<file path="src/rtl/count_snapshot_if.sv">
// count_snapshot_if
// Snapshot delivery bus between count_snapshot (master) and its consumer
// (slave). Carries a valid/ready handshake plus the settled count, the
// modular delta since the previous accepted snapshot, the wrap flag and the
// forced-capture error flag.
//
// Signals:
//   snap_valid  master->slave  snapshot fields are valid
//   snap_ready  slave->master  consumer accepts the snapshot
//   snap_value  master->slave  settled counter value
//   snap_delta  master->slave  snap_value minus previous accepted value
//   snap_wrap   master->slave  counter wrapped since previous accepted value
//   snap_err    master->slave  capture was forced without agreement
interface count_snapshot_if #(
    parameter int WIDTH = 32
);
    logic             snap_valid;
    logic             snap_ready;
    logic [WIDTH-1:0] snap_value;
    logic [WIDTH-1:0] snap_delta;
    logic             snap_wrap;
    logic             snap_err;

    modport master (
        output snap_valid,
        output snap_value,
        output snap_delta,
        output snap_wrap,
        output snap_err,
        input  snap_ready
    );

    modport slave (
        input  snap_valid,
        input  snap_value,
        input  snap_delta,
        input  snap_wrap,
        input  snap_err,
        output snap_ready
    );
endinterface

</file>
<file path="src/rtl/count_snapshot.sv">
// count_snapshot
// Samples the asynchronously settling q bus of a ripple counter. A free
// running three-stage chain brings the bus into the clock domain; on a
// capture request the block waits until two consecutive synchronised samples
// agree (or forces a flagged capture after MAX_TRIES attempts), then presents
// the value, the modular delta from the last accepted snapshot and a wrap
// flag on a valid/ready bus.
//
// Parameters:
//   WIDTH      counter width, must match the ripple counter
//   MAX_TRIES  settle attempts before a forced capture (2..255)
//
// Ports:
//   clock    sampling clock, rising edge
//   reset    asynchronous active-low reset
//   cnt_in   raw ripple counter bus, asynchronous to clock
//   cap_req  capture request, honoured in IDLE and on a HOLD handshake
//   busy     high while settling or holding a snapshot
//   snap     snapshot delivery bus (master side)
module count_snapshot #(
    parameter int WIDTH     = 32,
    parameter int MAX_TRIES = 8
) (
    input  logic             clock,
    input  logic             reset,
    input  logic [WIDTH-1:0] cnt_in,
    input  logic             cap_req,
    output logic             busy,
    count_snapshot_if.master snap
);

    localparam int TRIES_W = $clog2(MAX_TRIES) + 1;
    localparam logic [TRIES_W-1:0] TRIES_LAST = TRIES_W'(MAX_TRIES - 1);

    typedef enum logic [1:0] {
        IDLE   = 2'd0,
        SETTLE = 2'd1,
        HOLD   = 2'd2
    } state_t;

    state_t             state_q,      state_d;
    logic [WIDTH-1:0]   r1_q,         r1_d;
    logic [WIDTH-1:0]   r2_q,         r2_d;
    logic [WIDTH-1:0]   r3_q,         r3_d;
    logic [TRIES_W-1:0] tries_q,      tries_d;
    logic [WIDTH-1:0]   last_value_q, last_value_d;
    logic [WIDTH-1:0]   snap_value_q, snap_value_d;
    logic [WIDTH-1:0]   snap_delta_q, snap_delta_d;
    logic               snap_wrap_q,  snap_wrap_d;
    logic               snap_err_q,   snap_err_d;
    logic               snap_valid_q, snap_valid_d;
    logic               busy_q,       busy_d;
    logic               stable;

    // Next-state logic. The sync chain shifts every cycle regardless of the
    // FSM so the stability test always looks at fresh samples. busy and
    // snap_valid are decoded from the next state and registered, keeping
    // every output a plain flop.
    always_comb begin
        r1_d         = cnt_in;
        r2_d         = r1_q;
        r3_d         = r2_q;
        state_d      = state_q;
        tries_d      = tries_q;
        last_value_d = last_value_q;
        snap_value_d = snap_value_q;
        snap_delta_d = snap_delta_q;
        snap_wrap_d  = snap_wrap_q;
        snap_err_d   = snap_err_q;

        stable = (r2_q == r3_q);

        case (state_q)
            IDLE: begin
                if (cap_req) begin
                    state_d = SETTLE;
                    tries_d = '0;
                end
            end
            SETTLE: begin
                // A forced capture still takes r2 so the consumer gets the
                // freshest sample, with snap_err marking it as unreliable.
                if (stable || (tries_q == TRIES_LAST)) begin
                    snap_value_d = r2_q;
                    snap_delta_d = r2_q - last_value_q;
                    snap_wrap_d  = (r2_q < last_value_q);
                    snap_err_d   = !stable;
                    state_d      = HOLD;
                end else begin
                    tries_d = tries_q + TRIES_W'(1);
                end
            end
            HOLD: begin
                // Requests without a handshake are dropped, not queued.
                if (snap.snap_ready) begin
                    last_value_d = snap_value_q;
                    if (cap_req) begin
                        state_d = SETTLE;
                        tries_d = '0;
                    end else begin
                        state_d = IDLE;
                    end
                end
            end
            default: begin
                state_d = IDLE;
            end
        endcase

        busy_d       = (state_d != IDLE);
        snap_valid_d = (state_d == HOLD);
    end

    // State registers; reset discards any snapshot in flight.
    always_ff @(posedge clock or negedge reset) begin
        if (!reset) begin
            state_q      <= IDLE;
            r1_q         <= '0;
            r2_q         <= '0;
            r3_q         <= '0;
            tries_q      <= '0;
            last_value_q <= '0;
            snap_value_q <= '0;
            snap_delta_q <= '0;
            snap_wrap_q  <= 1'b0;
            snap_err_q   <= 1'b0;
            snap_valid_q <= 1'b0;
            busy_q       <= 1'b0;
        end else begin
            state_q      <= state_d;
            r1_q         <= r1_d;
            r2_q         <= r2_d;
            r3_q         <= r3_d;
            tries_q      <= tries_d;
            last_value_q <= last_value_d;
            snap_value_q <= snap_value_d;
            snap_delta_q <= snap_delta_d;
            snap_wrap_q  <= snap_wrap_d;
            snap_err_q   <= snap_err_d;
            snap_valid_q <= snap_valid_d;
            busy_q       <= busy_d;
        end
    end

    assign busy            = busy_q;
    assign snap.snap_valid = snap_valid_q;
    assign snap.snap_value = snap_value_q;
    assign snap.snap_delta = snap_delta_q;
    assign snap.snap_wrap  = snap_wrap_q;
    assign snap.snap_err   = snap_err_q;

endmodule

</file>
<file path="src/flat_wrapper.sv">
// flat-port wrapper written by rule: the top's interface ports become plain ports
module count_snapshot_flat 
#(
    parameter int WIDTH     = 32,
    parameter int MAX_TRIES = 8
)
  (clock, reset, cnt_in, cap_req, busy, snap_snap_valid, snap_snap_value, snap_snap_delta, snap_snap_wrap, snap_snap_err, snap_snap_ready);
  count_snapshot_if #(.WIDTH(WIDTH)) snap_i ();
  input  logic clock;
  input  logic reset;
  input  logic [WIDTH-1:0] cnt_in;
  input  logic cap_req;
  output logic busy;
  output wire logic [$bits(snap_i.snap_valid)-1:0] snap_snap_valid;
  output wire logic [$bits(snap_i.snap_value)-1:0] snap_snap_value;
  output wire logic [$bits(snap_i.snap_delta)-1:0] snap_snap_delta;
  output wire logic [$bits(snap_i.snap_wrap)-1:0] snap_snap_wrap;
  output wire logic [$bits(snap_i.snap_err)-1:0] snap_snap_err;
  input wire logic [$bits(snap_i.snap_ready)-1:0] snap_snap_ready;
  assign snap_snap_valid = snap_i.snap_valid;
  assign snap_snap_value = snap_i.snap_value;
  assign snap_snap_delta = snap_i.snap_delta;
  assign snap_snap_wrap = snap_i.snap_wrap;
  assign snap_snap_err = snap_i.snap_err;
  assign snap_i.snap_ready = snap_snap_ready;
  count_snapshot #(.WIDTH(WIDTH), .MAX_TRIES(MAX_TRIES)) u_core (.clock(clock), .reset(reset), .cnt_in(cnt_in), .cap_req(cap_req), .busy(busy), .snap(snap_i));
endmodule
</file>
<file path="config.mk">
export PLATFORM = sky130hd
export DESIGN_NAME = count_snapshot_flat
export DESIGN_NICKNAME = d
export VERILOG_FILES = /design/src/rtl/count_snapshot_if.sv /design/src/rtl/count_snapshot.sv /design/src/flat_wrapper.sv
export SDC_FILE = /design/constraint.sdc
export NUM_CORES = 1
export LEC_CHECK = 0
export BUFFER_PORTS_ARGS = -buffer_cell sky130_fd_sc_hd__buf_2
export CORE_MARGIN = 4
export CORE_UTILIZATION = 50
export DETAILED_ROUTE_END_ITERATION = 8
export GPL_ROUTABILITY_DRIVEN = 0
export GPL_TIMING_DRIVEN = 0
export PLACE_DENSITY = 0.75
export SLEW_MARGIN = 5
export SYNTH_ARGS = -nofsm -noshare
export SYNTH_HDL_FRONTEND = slang
export SYNTH_SLANG_ARGS = --single-unit
</file>
<file path="constraint.sdc">
create_clock -name clock -period 5.8 [get_ports clock]
set_input_delay 0.29 -clock clock [delete_from_list [all_inputs] [get_ports clock]]
set_output_delay 0.29 -clock clock [all_outputs]
set_load 0.02 [all_outputs]
</file>
Yosys cells after proc, flatten, opt, wreduce, memory -nomap -nowiden
Index checks and enable logic that the tools add are counted.

operators by class
  $add $sub $neg = 2
  order comparisons = 1
  eq/ne operators = 7
  mux-type cells = 9
  reductions and logical operators = 8

operators with widths
  kind                 count
  $eq 32x32->1         1
  $lt 32x32->1         1
  $sub 32x32->32       1
  $mux 4               3
  $pmux 4 s3           1
  $mux 2               3
  $pmux 2 s3           1
  $add 4x1->4 const B  1
  $eq 2x2->1 const B   2
  $eq 4x3->1 const B   1
  $ne 2x2->1 const B   2
  $reduce_and 2->1     2
  $reduce_and 3->1     1
  $reduce_bool 3->1    1
  $eq 2x1->1 const B   1
  $logic_not 2->1      1
  $reduce_bool 2->1    1
  $logic_not 1->1      1
  $logic_or 1x1->1     1
  $mux 1               1

storage, ports and cells
  flip-flop bits (word level) = 202
  input port bits = 36
  output and inout port bits = 68
  logic and storage cells = 39

Longest topological paths before layout
  word-level depth = 5
  depth in mapped cells = 11
  depth with buffers taken out = 11

Worst setup path before layout
Ideal clock, no wire load.

  kind = flip-flop to flip-flop
  start = register u_core.r2_q[0]
  end = register u_core.snap_delta_q[28] (netlist: u_core.snap.snap_delta[28])
  setup time = 0.069 ns
  arrival = 2.459 ns
  data required time = 5.731 ns
  slack = 3.272 ns
  cell stages (with the launch flop) = 12
  buffers on the path = 0
  period minus slack after synthesis = 2.528 ns
  cell sequence = dfrtp_1 -> inv_1 -> ha_1 -> fa_1 -> nor2b_1 -> o31a_1 -> o31a_1 -> o21bai_2 -> a31oi_2 -> a31oi_4 -> or4_1 -> nand3_1

between the ends
  word-level cells in the longest chain between the ends = 3
  elaborated cells between the ends (all ways) = 4
  those cells by class = add/sub (1); eq/ne (1); reduce/logical (2)

ends and longest elaborated chain
  item                                                                    line                   source
  start: declaration                                                      count_snapshot.sv:43   logic [WIDTH-1:0] r2_q, r2_d;
  start signal: assignment                                                count_snapshot.sv:132  r2_q <= r2_d;
  parallel branches: the longest is 3 deep, another holds $sub 32x32->32  -
  end signal: assignment                                                  count_snapshot.sv:137  snap_delta_q <= snap_delta_d;
  end: declaration                                                        count_snapshot.sv:48   logic [WIDTH-1:0] snap_delta_q, snap_delta_d;

Parallel ways; which one is timed is not known.
A chain may end at the register's enable or synchronous reset.

Worst setup path after layout
Ends and elaborated chain as after synthesis.

==> results.py <==
metrics = {
    "yosys": {
        "syn_inst": 690,
        "synth_top_family_by_area": "compound AO/OA/AOI/OAI gates",
        "async_flop_share_pct": 100,
        "yosysSeqAreaShare_pct": 59.7,
        "synthMuxAreaShare_pct": 8.77,
        "synth_fp_nets": 760,
        "synth-seq-cells": 202,
        "syn_area_um2": 8460,
        "synth_edf_count": 0,
        "synth_compound_area_share_pct": 9.71,
        "ys_warn_count": 0,
        "synth_cell_types": 57,
        "ys.flop_type": "dfrtp_1",
        "synth_fa_ha_area_share_pct": 5.11,
        "synth.avg_cell_area_um2": 12.3,
        "synthSimpleGateAreaFrac_pct": 7.88,
        "synth_xor_area_share_pct": 6.10,
    },
    "worst_setup_path": {
        "crit_path_start_kind": "flip-flop",
        "cpMostUsedCell": "o31a_1",
        "cp_max_fo": 4,
        "required_ns": 6.22,
        "arrival_ns": 3.46,
        "endpoint_kind": "flip-flop",
        "worst_path_max_delay_cell": "a31oi_2",
        "slowest_delay_ns": 0.43,
        "crit_chain": "inv_1 -> ha_1 -> fa_1 -> nor2b_1 -> o31a_1 -> o31a_1 -> o21bai_2 -> a31oi_2 -> a31oi_4 -> or4_1 -> nand3_1",
        "critPathKind": "reg2reg",
    },
    "clocking": {
        "cts.sinks": 202,
        "cts_buffer_depth": 3,
        "cts_tree": "yes",
        "cts_max_level": 1,
        "clk_latency_ns": 0.49,
        "root_buffer": "clkbuf_16",
        "clkTransAtPathRegs_ns": 0.06,
        "numCtsBuffers": 21,
    },
    "power": {
        "leakage_nw": 4.83,
        "fin_total_pwr_w": 0.00496,
        "ir_drop_v": 0.000331,
        "switching_share_pct": 35.6,
        "p_seq_share_pct": 39.5,
        "p_int_w": 0.00320,
        "power_frac_clock_pct": 25.5,
        "p_sw_w": 0.00177,
        "powerDensity_nw_per_um2": 483,
        "power_frac_comb_pct": 35.0,
    },
    "grt": {
        "first_global_vias": 5755,
        "grt_start_max_net_pins": 124,
        "antenna_found_initial": 0,
        "grt-ovfl-total": 0,
        "grt_pass1_wl_um": 30300,
        "grt_usage_pct": 19.4,
    },
    "floorplanning": {
        "core_um2": 16600,
        "die_area_um2": 19100,
        "pin_count": 104,
        "die_y_um": 138,
        "rows": 47,
        "die_w_um": 138,
        "initial_core_util_pct": 51.0,
    },
    "sta": {
        "slew_viol_final": 0,
        "tightestPinTransition_ns": 0.669,
        "finalCritPeriodShare_pct": 52.4,
        "finalCriticalPeriod_ns": 3.04,
        "finalHoldViolations": 0,
        "rsz0062_at_grt": "false",
        "max_slew_margin_pct": 55.4,
        "finalSetupTns_ns": 0,
        "skew_ns": 0.0100,
        "setup_viol": 0,
        "max_freq_mhz": 329,
    },
    "routing": {
        "routedWlPerCell_um": 16.9,
        "drc": 0,
        "vias_per_cell": 5.23,
        "drt_iter0_markers": 419,
        "vias": 5666,
        "routed_wl_um": 18300,
        "ant_nets": 0,
        "drtPass1Iterations": 6,
    },
    "place": {
        "dp_hpwl_um": 13100,
        "placed_cells": 1014,
        "port_buffers": 103,
        "placed_cell_area_um2": 9290,
    },
    "cells_and_area": {
        "num-fill-cells": 1373,
        "drive_gt1_share_pct": 24.4,
        "fin_area_um2": 10300,
        "area_growth_pct": 21.5,
        "layout_commonest_cell": "dfrtp_1",
        "final_cell_mix": "dfrtp_1 (202), buf_2 (104), mux2_2 (64)",
        "layout.nets": 920,
        "layout.cells.non_filler": 1084,
        "n_antenna_cell": 0,
    },
    "min_path": {
        "hp-class": "in2reg",
    },
    "run_status": {
        "status": "completed",
    },
    "flow_run": {
        "cap_violations": 0,
    },
}
[timing repair]
action                    in CTS  in global routing
resized for setup              0                  0
setup buffers                  0                  0
hold buffers                  33                  0
hold endpoints to repair     111                  0
[through the flow]
stage | hold WS, ns | setup WS [ns] | utilization, %
global placement | 0.331 | 1.23 | 55.8
global route | 0.0809 | 2.57 | 62.0
detailed placement | 0.298 | 2.79 | 56.0
finish | 0.0585 | 2.76 | 62.0
CTS | 0.0470 | 2.75 | 62.0
floorplan | -0.00559 | 3.27 | -
[Yosys cell counts, types with 2 or more instances]
| library cell | instances | area share [%] |
|---|---|---|
| nand3_1 | 10 | 0.59 |
| o22ai_1 | 3 | 0.22 |
| buf_2 | 2 | 0.12 |
| nand2b_1 | 4 | 0.30 |
| a21o_1 | 8 | 0.71 |
| nand2_1 | 55 | 2.4 |
| nand4_1 | 6 | 0.44 |
| o211ai_1 | 6 | 0.53 |
| o21ai_0 | 47 | 2.8 |
| mux2_2 | 64 | 8.5 |
| dfrtp_1 | 202 | 60 |
| clkbuf_1 | 10 | 0.44 |
| xnor2_1 | 16 | 1.7 |
| nor2b_1 | 7 | 0.52 |
| xor2_1 | 43 | 4.4 |
| o31ai_1 | 5 | 0.44 |
| buf_1 | 5 | 0.22 |
| and2_1 | 3 | 0.22 |
| nor4_1 | 9 | 0.67 |
| a21oi_1 | 33 | 2.0 |
| nor2_1 | 26 | 1.2 |
| and3_1 | 2 | 0.15 |
| ha_1 | 33 | 4.9 |
| inv_1 | 42 | 1.9 |
| o21a_1 | 4 | 0.35 |
| or2_2 | 2 | 0.15 |
| a2111oi_0 | 2 | 0.21 |
| o31a_1 | 3 | 0.31 |
| and4_1 | 2 | 0.21 |
| nor3_1 | 4 | 0.24 |
| or3_1 | 4 | 0.30 |
| o21ai_1 | 3 | 0.18 |
[critical path: cells and delay by family, from the launching register on]
kind | cells | cell delay (ns)
AOI/OAI and AO/OA | 5 | 1.17
and+or+nand+nor | 3 | 0.66
adders and majority gates | 2 | 0.64
DFF | 1 | 0.42
buffers and inverters | 1 | 0.08
[power by group through the flow]
stage	Combinational (W)	Clock, W	Sequential, W
final	0.00174	0.00127	0.00196
after global routing	0.00191	0.00136	0.00201
after CTS	0.00174	0.00130	0.00196
after detailed placement	0.00172	0	0.00199
after global placement	0.00168	0	0.00197
after floorplan	0.000938	0	0.00220
[logic make-up after synthesis]
family                   count (synthesis)
buffers and inverters                   60
adder cells (fa/ha/maj)                 34
XOR/XNOR                                59
AO/OA/AOI/OAI                          130
AND/OR/NAND/NOR                        139
flip-flops                             202
multiplexers                            66
[flip-flops by register name (all words and copies together), names as in the netlist]
signal                  flops
u_core.busy                 1
u_core.last_value_q        32
u_core.r1_q                32
u_core.r2_q                32
u_core.r3_q                32
u_core.snap.snap_delta     32
u_core.snap.snap_err        1
u_core.snap.snap_valid      1
u_core.snap.snap_value     32
u_core.snap.snap_wrap       1
u_core.state_q              2
u_core.tries_q              4
[area by class of cell]
class	instances	area [µm²]	share of cell area, %
buffer	18	71.3	0.694
clock inverter	5	32.5	0.316
clock buffer	32	627	6.10
timing repair buffer	137	883	8.59
sequential	202	5050	49.2
inverter	42	158	1.53
tap	220	275	2.68
multi-input combinational	428	3180	30.9
[per-layer routing]
layer  global-route usage (%)  vias up  wire, µm
met5                        0        -         0
met4                     5.04        0       428
met3                     3.38       28       966
met2                     31.8      155      8650
met1                     27.1     2767      8270
li1                         -     2716         -
[path summary, 6_finish.rpt]
path | from | endpoint | slack, ns | cells after the start
worst max-delay path | u_core.r2_q[0] | u_core.snap.snap_delta[28] | 2.76 | 11
min in group asynchronous | reset | u_core.r2_q[8] | 0.34 | 2
worst max register to register | u_core.r2_q[0] | u_core.snap.snap_delta[28] | 2.76 | 11
worst min register to register | u_core.r1_q[23] | u_core.r2_q[23] | 0.34 | 0
worst min-delay path | cap_req | u_core.busy | 0.06 | 3
max in group asynchronous | reset | u_core.tries_q[0] | 4.47 | 3
Note: power is estimated with default switching activity, not from simulation.
